### src/rtl/ddr3_bus_pkg.sv
`default_nettype none
// ============================================================================
// Module      : ddr3_bus_pkg
// Description : Shared widths and FSM state encoding for the DDR3 user-port
//               bus (test master and slave_ddr3).
// Revision    : 1.0 - initial release
// ============================================================================
package ddr3_bus_pkg;

  localparam int BUS_ADDR_W = 28;
  localparam int BUS_DATA_W = 32;
  localparam int BUS_LEN_W  = 8;

  // Test sequence: address write, data write, address read, data read.
  typedef enum logic [2:0] {
    ST_IDLE = 3'd0,
    ST_WA   = 3'd1,
    ST_WD   = 3'd2,
    ST_RA   = 3'd3,
    ST_RD   = 3'd4
  } bus_state_e;

endpackage : ddr3_bus_pkg
`default_nettype wire

### src/rtl/ddr3_bus_test_master.sv
`default_nettype none
// ============================================================================
// Module      : ddr3_bus_test_master
// Description : Writes one incrementing-pattern burst to the slave_ddr3 user
//               port, reads it back and counts data/protocol mismatches.
// Revision    : 1.0 - initial release
// ============================================================================
module ddr3_bus_test_master
  import ddr3_bus_pkg::*;
#(
  parameter logic [31:0] SEED  = 32'h0000_0000,
  parameter int          ERR_W = 16
) (
  input  logic                  BUS_CLK,
  input  logic                  BUS_RST,
  input  logic                  start,
  input  logic [BUS_ADDR_W-1:0] base_addr,
  input  logic [BUS_LEN_W-1:0]  burst_len,
  output logic                  busy,
  output logic                  done,
  output logic                  pass,
  output logic [ERR_W-1:0]      err_cnt,
  output logic [BUS_ADDR_W-1:0] WR_ADDR,
  output logic [BUS_LEN_W-1:0]  WR_LEN,
  output logic                  WR_ADDR_VALID,
  input  logic                  WR_ADDR_READY,
  output logic [BUS_DATA_W-1:0] WR_DATA,
  output logic [3:0]            WR_STRB,
  output logic                  WR_DATA_VALID,
  input  logic                  WR_DATA_READY,
  output logic                  WR_DATA_LAST,
  output logic [BUS_ADDR_W-1:0] RD_ADDR,
  output logic [BUS_LEN_W-1:0]  RD_LEN,
  output logic                  RD_ADDR_VALID,
  input  logic                  RD_ADDR_READY,
  input  logic [BUS_DATA_W-1:0] RD_DATA,
  input  logic                  RD_DATA_LAST,
  output logic                  RD_DATA_READY,
  input  logic                  RD_DATA_VALID
);

  localparam logic [ERR_W-1:0] c_ERR_ONE = {{(ERR_W-1){1'b0}}, 1'b1};
  localparam int               c_PAD_W   = BUS_DATA_W - BUS_LEN_W;

  bus_state_e            r_state;
  bus_state_e            w_state_next;
  logic [BUS_ADDR_W-1:0] r_addr;
  logic [BUS_LEN_W-1:0]  r_len;
  logic [BUS_LEN_W-1:0]  r_wb;
  logic [BUS_LEN_W-1:0]  r_rb;
  logic [ERR_W-1:0]      r_err;
  logic                  r_pass;
  logic                  r_done;

  logic                  w_start_acc;
  logic                  w_wa_hs;
  logic                  w_wd_hs;
  logic                  w_ra_hs;
  logic                  w_rd_hs;
  logic [BUS_DATA_W-1:0] w_rd_exp;
  logic                  w_beat_err;
  logic [ERR_W-1:0]      w_err_next;

  // Handshakes: each VALID/READY owned by this side is a pure decode of the
  // state, so it can only fall when the state leaves on a completed beat.
  assign w_start_acc = (r_state == ST_IDLE) && start;
  assign w_wa_hs     = (r_state == ST_WA) && WR_ADDR_READY;
  assign w_wd_hs     = (r_state == ST_WD) && WR_DATA_READY;
  assign w_ra_hs     = (r_state == ST_RA) && RD_ADDR_READY;
  assign w_rd_hs     = (r_state == ST_RD) && RD_DATA_VALID;

  // Checker: a beat is bad on wrong data or on LAST in the wrong place.
  assign w_rd_exp   = SEED + {{c_PAD_W{1'b0}}, r_rb};
  assign w_beat_err = (RD_DATA != w_rd_exp) || (RD_DATA_LAST != (r_rb == r_len));
  assign w_err_next = (w_beat_err && !(&r_err)) ? (r_err + c_ERR_ONE) : r_err;

  // State register.
  always_ff @(posedge BUS_CLK) begin
    if (BUS_RST) begin
      r_state <= ST_IDLE;
    end else begin
      r_state <= w_state_next;
    end
  end

  // Next-state decode; an early RD_DATA_LAST still ends the readback.
  always_comb begin
    w_state_next = r_state;
    case (r_state)
      ST_IDLE: if (start)                      w_state_next = ST_WA;
      ST_WA:   if (w_wa_hs)                    w_state_next = ST_WD;
      ST_WD:   if (w_wd_hs && WR_DATA_LAST)    w_state_next = ST_RA;
      ST_RA:   if (w_ra_hs)                    w_state_next = ST_RD;
      ST_RD:   if (w_rd_hs && RD_DATA_LAST)    w_state_next = ST_IDLE;
      default:                                 w_state_next = ST_IDLE;
    endcase
  end

  // Burst parameters, beat counters and result registers.
  always_ff @(posedge BUS_CLK) begin
    if (BUS_RST) begin
      r_addr <= '0;
      r_len  <= '0;
      r_wb   <= '0;
      r_rb   <= '0;
      r_err  <= '0;
      r_pass <= 1'b0;
      r_done <= 1'b0;
    end else begin
      r_done <= 1'b0;
      if (w_start_acc) begin
        r_addr <= base_addr;
        r_len  <= burst_len;
        r_wb   <= '0;
        r_rb   <= '0;
        r_err  <= '0;
        r_pass <= 1'b0;
      end
      if (w_wd_hs) begin
        r_wb <= r_wb + 1'b1;
      end
      if (w_rd_hs) begin
        r_err <= w_err_next;
        r_rb  <= r_rb + 1'b1;
        if (RD_DATA_LAST) begin
          r_done <= 1'b1;
          r_pass <= (w_err_next == '0);
        end
      end
    end
  end

  assign busy          = (r_state != ST_IDLE);
  assign done          = r_done;
  assign pass          = r_pass;
  assign err_cnt       = r_err;
  assign WR_ADDR       = r_addr;
  assign WR_LEN        = r_len;
  assign WR_ADDR_VALID = (r_state == ST_WA);
  assign WR_DATA       = SEED + {{c_PAD_W{1'b0}}, r_wb};
  assign WR_STRB       = 4'hF;
  assign WR_DATA_VALID = (r_state == ST_WD);
  assign WR_DATA_LAST  = (r_wb == r_len);
  assign RD_ADDR       = r_addr;
  assign RD_LEN        = r_len;
  assign RD_ADDR_VALID = (r_state == ST_RA);
  assign RD_DATA_READY = (r_state == ST_RD);

endmodule : ddr3_bus_test_master
`default_nettype wire

### config.mk
export PLATFORM = sky130hd
export DESIGN_NAME = ddr3_bus_test_master
export DESIGN_NICKNAME = d
export VERILOG_FILES = /design/src/rtl/ddr3_bus_pkg.sv /design/src/rtl/ddr3_bus_test_master.sv
export SDC_FILE = /design/constraint.sdc
export NUM_CORES = 1
export LEC_CHECK = 0
export ABC_CLOCK_PERIOD_IN_PS = 2700
export BUFFER_PORTS_ARGS = -buffer_cell sky130_fd_sc_hd__clkbuf_2
export CAP_MARGIN = 20
export CORE_ASPECT_RATIO = 1.75
export CORE_MARGIN = 3
export CORE_UTILIZATION = 45
export DETAILED_ROUTE_END_ITERATION = 16
export GPL_TIMING_DRIVEN = 0
export PLACE_DENSITY = 0.8
export SKIP_LAST_GASP = 1
export SYNTH_ARGS = -nofsm -noshare
export SYNTH_HDL_FRONTEND = slang
export SYNTH_SLANG_ARGS = --single-unit
### constraint.sdc
create_clock -name BUS_CLK -period 2.7 [get_ports BUS_CLK]
set_input_delay 0.405 -clock BUS_CLK [delete_from_list [all_inputs] [get_ports BUS_CLK]]
set_output_delay 0.405 -clock BUS_CLK [all_outputs]
set_load 0.02 [all_outputs]
==> metrics.txt, run 1 <==
status=finished, final reports clean; sequential fraction of the synthesis area=34.71%; critical path launch point type=flop; Internal=2.201 mW; Core Region=0.009094 mm^2; H-tree depth=3; clk_lat worst skew=330 ps; RD Place Congestion=0.9479; Worst Skew=7.705 ps; Post-Syn Area=0.004210 mm^2; gr ovfl total=0; final setup fails=0; Async SR Flop Fraction=0%; Synth Area per Inst=7.797 um^2; via/cell ratio=5.212; worst-path maximum fanout=10; Setup Buffers After CTS=0; aggregate negative setup slack=0 ps; Routed wire per std cell=15.53 um; slowest CP cell=nor2_1; synth warn=0; io pins=208; number of synthesized flops with an enable pin=0; Mapped Cells=540; max-cap violation count=0; Crit path required time=2960 ps; global-route wire length before repair=21.78 mm; IO buf count=179; initial antenna violation count=0; VDD IR max=376.5 uV; DRT iter0 DRCs=196; Root Buffer Master=clkbuf_16; die width=79.12 um; number of library cell types mapped by synthesis=59; part of the power in registers=38.5%; ANT cells=0; Synth top cells by count=nand2_1, dfxtp_1, a21oi_1; combinational group share of total power=19.2%; First-pass DRT Iterations=4; vias in the first global route=4542; Final Hold Viols=0; Worst Path Buf+Inv=2; Nets=835; clock buffer depth=2; static leakage=2.675 nW; Synth area leader=dfxtp_1; crit path DAT=2600 ps; period utilization=86.68%; achievable clock frequency=427.3 MHz; TritonCTS Buffers=9; Synth-to-Final Area Change=34.71%; Switch Pwr=0.8325 mW; Total Routing Usage GR=25.75%; # DRC=0; Worst Hold Class=in -> reg; starting density of the core=46.30%; share of cells above drive strength 1=36.23%; final wirelength=13.65 mm; most frequent cell after synthesis=nand2_1; Synth Register Bits=73; Slew HR=55.94%; Crit. End Element=flop; clk sinks=73; PwrDens=534.8 mW/mm^2; Slew @ Worst Pin=660.9 ps; Final Max Slew Viols=0; minimum clock period=2340 ps; Finished Cell Area=0.005672 mm^2; crit path cell chain=nor3b_2, and2_1, buf_2, nor2_1, clkbuf_1, o21ai_0, a21oi_1; top-area cell type share of the netlist area=34.71%; CTS tree=done; top cells by area, synth=dfxtp_1, buf_4, a21oi_1; Synth Flop Type=dfxtp_1; clock power share=42.3%; row cnt=46; cts repair resizes=0; Hold Buf Count CTS=0; crit-path max cell delay=510 ps; Antenna Nets Post-Route=0; via count=4581; CP Class=reg -> reg; delay-heaviest family, CP=simple AND/OR/NAND/NOR gates; DP Area=0.005354 mm^2; placed wire-length estimate=10.92 mm; Net Sw Frac=27.45%; die area=0.01060 mm^2; pin count of the biggest net entering global routing=12; RSZ-0062 raised after global routing=false; overall power=3.033 mW; clock slew at reported path FFs=60 ps; Die Y=134.0 um
[state kept, by name, indices dropped and copies added, names as in the netlist]
register,count
RD_ADDR,28
RD_LEN,8
done,1
err_cnt,16
pass,1
r_rb,8
r_state,3
r_wb,8
[layout make-up]
type | instances | area (um^2)
multi-input combinational | 398 | 2227
timing repair buffer | 179 | 895.9
inverter | 4 | 15.01
fill | 862 | 3422
clock inverter | 3 | 65.06
sequential | 73 | 1461
clock buffer | 11 | 252.7
buffer | 91 | 604.3
tap | 120 | 150.1
[per-stage QoR]
stage	setup WS [ps]	util, %	instances	hold slack [ps]
global route	268.4	62.37	879	301.7
finish	359.8	62.37	879	287.2
detailed placement	291.3	58.87	865	467.5
CTS	416.8	62.37	879	279.8
floorplan	650.4	-	566	482.8
global placement	308.5	58.87	865	460.0
[routing by layer]
layer / track usage [%] / vias to the layer above / routed length [um]
met3: 4.637 / 30 / 919
li1: - / 2224 / -
met5: 0 / - / 0
met2: 49.91 / 221 / 7571
met4: 12.62 / 0 / 417
met1: 25.24 / 2106 / 4743
[power groups by stage]
stage | registers (mW) | clock network, mW | logic [mW]
6_report | 1.17 | 1.28 | 0.581
3_5_place_dp | 1.19 | 0 | 0.581
2_1_floorplan | 1.23 | 0 | 0.339
4_1_cts | 1.17 | 1.30 | 0.583
3_3_place_gp | 1.19 | 0 | 0.573
5_1_grt | 1.18 | 1.34 | 0.629
[tightest hold or removal path: cells and delay by family]
| family | cells | cell delay (ps) |
|---|---|---|
| compound gates | 1 | 50 |
| simple gates | 1 | 40 |
| buf+inv | 1 | 80 |
[cell usage in the layout (no fill, tap or decap), types with 3 or more instances in the layout]
cell type,instances
ha_1,3
nand3b_1,4
a22oi_1,5
o21ai_0,13
nand4_1,17
and3_1,9
nand2_1,90
nor4_1,7
dfxtp_1,73
nor3_1,6
clkbuf_2,180
xnor2_1,26
clkbuf_16,9
a31oi_1,3
nand3_1,15
and4_1,3
a21oi_1,68
or3_1,6
conb_1,28
buf_4,65
inv_1,4
and2_1,8
o21a_1,4
clkbuf_1,19
o21ai_1,14
a21o_1,3
nor2_1,27
[cell families (layout without fill, tap and decap cells)]
| group | count (synthesis) | in the layout | share of synthesized area [%] |
|---|---|---|---|
| xor+xnor | 28 | 28 | 5.825 |
| other cells | 2 | 28 | 0.1784 |
| simple gates | 212 | 212 | 25.77 |
| buf+inv | 95 | 288 | 14.71 |
| mux | 4 | 4 | 1.337 |
| fa+ha+maj | 3 | 3 | 0.8916 |
| compound gates | 123 | 123 | 16.58 |
| flops | 73 | 73 | 34.71 |
[path summary, 6_finish.rpt]
path / startpoint / endpoint / slack (ps) / depth (start not counted)
hold / removal: base_addr[4] / RD_ADDR[4]$_SDFFE_PP0P_ / 290 / 3
setup / recovery: r_state[0]$_SDFFE_PP0P_ / err_cnt[5]$_SDFFE_PP0P_ / 360 / 7
setup reg to reg: r_state[0]$_SDFFE_PP0P_ / err_cnt[5]$_SDFFE_PP0P_ / 360 / 7
hold reg to reg: RD_ADDR[14]$_SDFFE_PP0P_ / RD_ADDR[14]$_SDFFE_PP0P_ / 470 / 2
(Power assumes the default switching activity.)
==> inputs of run 2 (changes only) <==
--- a/config.mk
+++ b/config.mk
@@ -10,10 +10,10 @@
 export CAP_MARGIN = 20
 export CORE_ASPECT_RATIO = 1.75
 export CORE_MARGIN = 3
-export CORE_UTILIZATION = 45
+export CORE_UTILIZATION = 40
 export DETAILED_ROUTE_END_ITERATION = 16
 export GPL_TIMING_DRIVEN = 0
-export PLACE_DENSITY = 0.8
+export PLACE_DENSITY = 0.72
 export SKIP_LAST_GASP = 1
 export SYNTH_ARGS = -nofsm -noshare
 export SYNTH_HDL_FRONTEND = slang
==> metrics.txt, run 2 (same netlist as run 1, synthesis figures left out) <==
Finished Cell Area=0.005664 mm^2 (was 0.005672 mm^2); initial antenna violation count=0 (unchanged); PwrDens=522.2 mW/mm^2 (was 534.8 mW/mm^2); RSZ-0062 raised after global routing=false (unchanged); final setup fails=0 (unchanged); Die Y=141.7 um (was 134.0 um); worst-path maximum fanout=10 (unchanged); Hold Buf Count CTS=0 (unchanged); global-route wire length before repair=20.87 mm (was 21.78 mm); IO buf count=179 (unchanged); clock slew at reported path FFs=60 ps (about the same); Antenna Nets Post-Route=0 (unchanged); io pins=208 (unchanged); share of cells above drive strength 1=36.40% (was 36.23%); clock buffer depth=2 (unchanged); max reg flops=28 (unchanged); Final Hold Viols=0 (unchanged); Nets=835 (unchanged); commonest cells after routing, fill and taps aside=clkbuf_2, nand2_1, dfxtp_1, a21oi_1, buf_4 (unchanged); gr ovfl total=0 (unchanged); ANT cells=0 (unchanged); # DRC=0 (unchanged); Root Buffer Master=clkbuf_16 (unchanged); Crit. End Element=flop (unchanged); die area=0.01184 mm^2 (was 0.01060 mm^2); achievable clock frequency=421.1 MHz (was 427.3 MHz); cts repair resizes=0 (unchanged); Routed wire per std cell=15.05 um (was 15.53 um); row cnt=49 (was 46); clk_lat worst skew=330 ps (about the same); Worst Hold Class=in -> reg (unchanged); final core occ=54.99% (was 62.37%); Synth-to-Final Area Change=34.53% (was 34.71%); via count=4572 (was 4581); Core Region=0.01030 mm^2 (was 0.009094 mm^2); static leakage=2.661 nW (was 2.675 nW); final wirelength=13.37 mm (was 13.65 mm); status=finished, final reports clean (unchanged); First-pass DRT Iterations=5 (was 4); Post-Layout Cell Count=888 (was 879); most common library cell in the layout ignoring fill and taps=clkbuf_2 (unchanged); Setup Buffers After CTS=0 (unchanged); Cells after DPL=872 (was 865); TritonCTS Buffers=9 (unchanged); Final Max Slew Viols=0 (unchanged); vias in the first global route=4391 (was 4542); Total Routing Usage GR=21.67% (was 25.75%); DRT iter0 DRCs=251 (was 196); placed wire-length estimate=10.63 mm (was 10.92 mm); minimum clock period=2375 ps (was 2340 ps); pin count of the biggest net entering global routing=15 (was 12); die width=83.56 um (was 79.12 um); Place WS=262.4 ps (was 291.3 ps); via/cell ratio=5.149 (was 5.212); crit path DAT=2570 ps (was 2600 ps); CP Class=reg -> reg (unchanged); Slew @ Worst Pin=617.4 ps (was 660.9 ps); Worst Setup Slack, final=325.3 ps (was 359.8 ps); RD Place Congestion=0.9169 (was 0.9479); DP Area=0.005363 mm^2 (was 0.005354 mm^2); max-cap violation count=0 (unchanged); Slew HR=58.69% (was 55.94%); starting density of the core=40.88% (was 46.30%); period utilization=87.95% (was 86.68%); H-tree depth=3 (unchanged); aggregate negative setup slack=0 ps (unchanged); Worst Skew=6.551 ps (was 7.705 ps); CTS tree=done (unchanged); Crit path required time=2890 ps (was 2960 ps); VDD IR max=353.8 uV (was 376.5 uV); clk sinks=73 (unchanged); critical path launch point type=flop (unchanged)
## run 2: cell types whose count changed in the layout (fill, tap and decap cells not counted)
cell and delta:
bufinv_16 -1, clkbuf_8 -2, clkinvlp_4 +2, inv_6 +3
## run 2: cell type report
| type | count | area, um^2 |
|---|---|---|
| Buffer | 91 | 604.3 |
| Clock buffer | 9 | 225.2 |
| Clock inverter | 7 | 76.32 |
| Fill cell | 1006 | 4636 |
| Inverter | 4 | 15.01 |
| Multi-Input combinational cell | 398 | 2227 |
| Sequential cell | 73 | 1461 |
| Tap cell | 127 | 158.9 |
| Timing Repair Buffer | 179 | 895.9 |
## run 2: final timing paths
check                     startpoint                        to  slack (ps)  depth (start not counted)
min reg2reg  RD_ADDR[0]$_SDFFE_PP0P_   RD_ADDR[0]$_SDFFE_PP0P_         470                          2
min                    base_addr[11]  RD_ADDR[11]$_SDFFE_PP0P_         290                          3
max          r_state[1]$_SDFFE_PP0P_   err_cnt[5]$_SDFFE_PP0P_         330                          6
max reg2reg  r_state[1]$_SDFFE_PP0P_   err_cnt[5]$_SDFFE_PP0P_         330                          6
## run 2: critical path, cell delays in order (launching register included)
cell and delay (ps):
dfxtp_1 380, or3_1 410, nor2_1 440, nor2_1 300
clkbuf_1 330, o21ai_0 270, a21oi_1 90
## run 2: per-stage QoR
| stage | power [mW] | hold WS [ps] |
|---|---|---|
| floorplan | 1.566 | 482.8 |
| global placement | 1.764 | 461.6 |
| detailed placement | 1.774 | 467.5 |
| CTS | 2.988 | 281.3 |
| global route | 3.076 | 284.0 |
| finish | 2.958 | 290.3 |
## run 2: metal layers
layer  track usage, %  up-vias  part of all wire, %
met4            10.93        0                  3.5
met1            22.48     2085                   36
met5                0        -                    0
li1                 -     2227                    -
met2            41.16      223                   53
met3            3.835       37                  6.9
## run 2: power breakdown
| group | leakage [nW] | internal (mW) | total [mW] | switching (mW) |
|---|---|---|---|---|
| Sequential | 0.594 | 1.12 | 1.17 | 0.0470 |
| Combinational | 1.92 | 0.234 | 0.581 | 0.347 |
| Clock | 0.143 | 0.723 | 1.21 | 0.487 |
| Total | 2.66 | 2.08 | 2.96 | 0.881 |
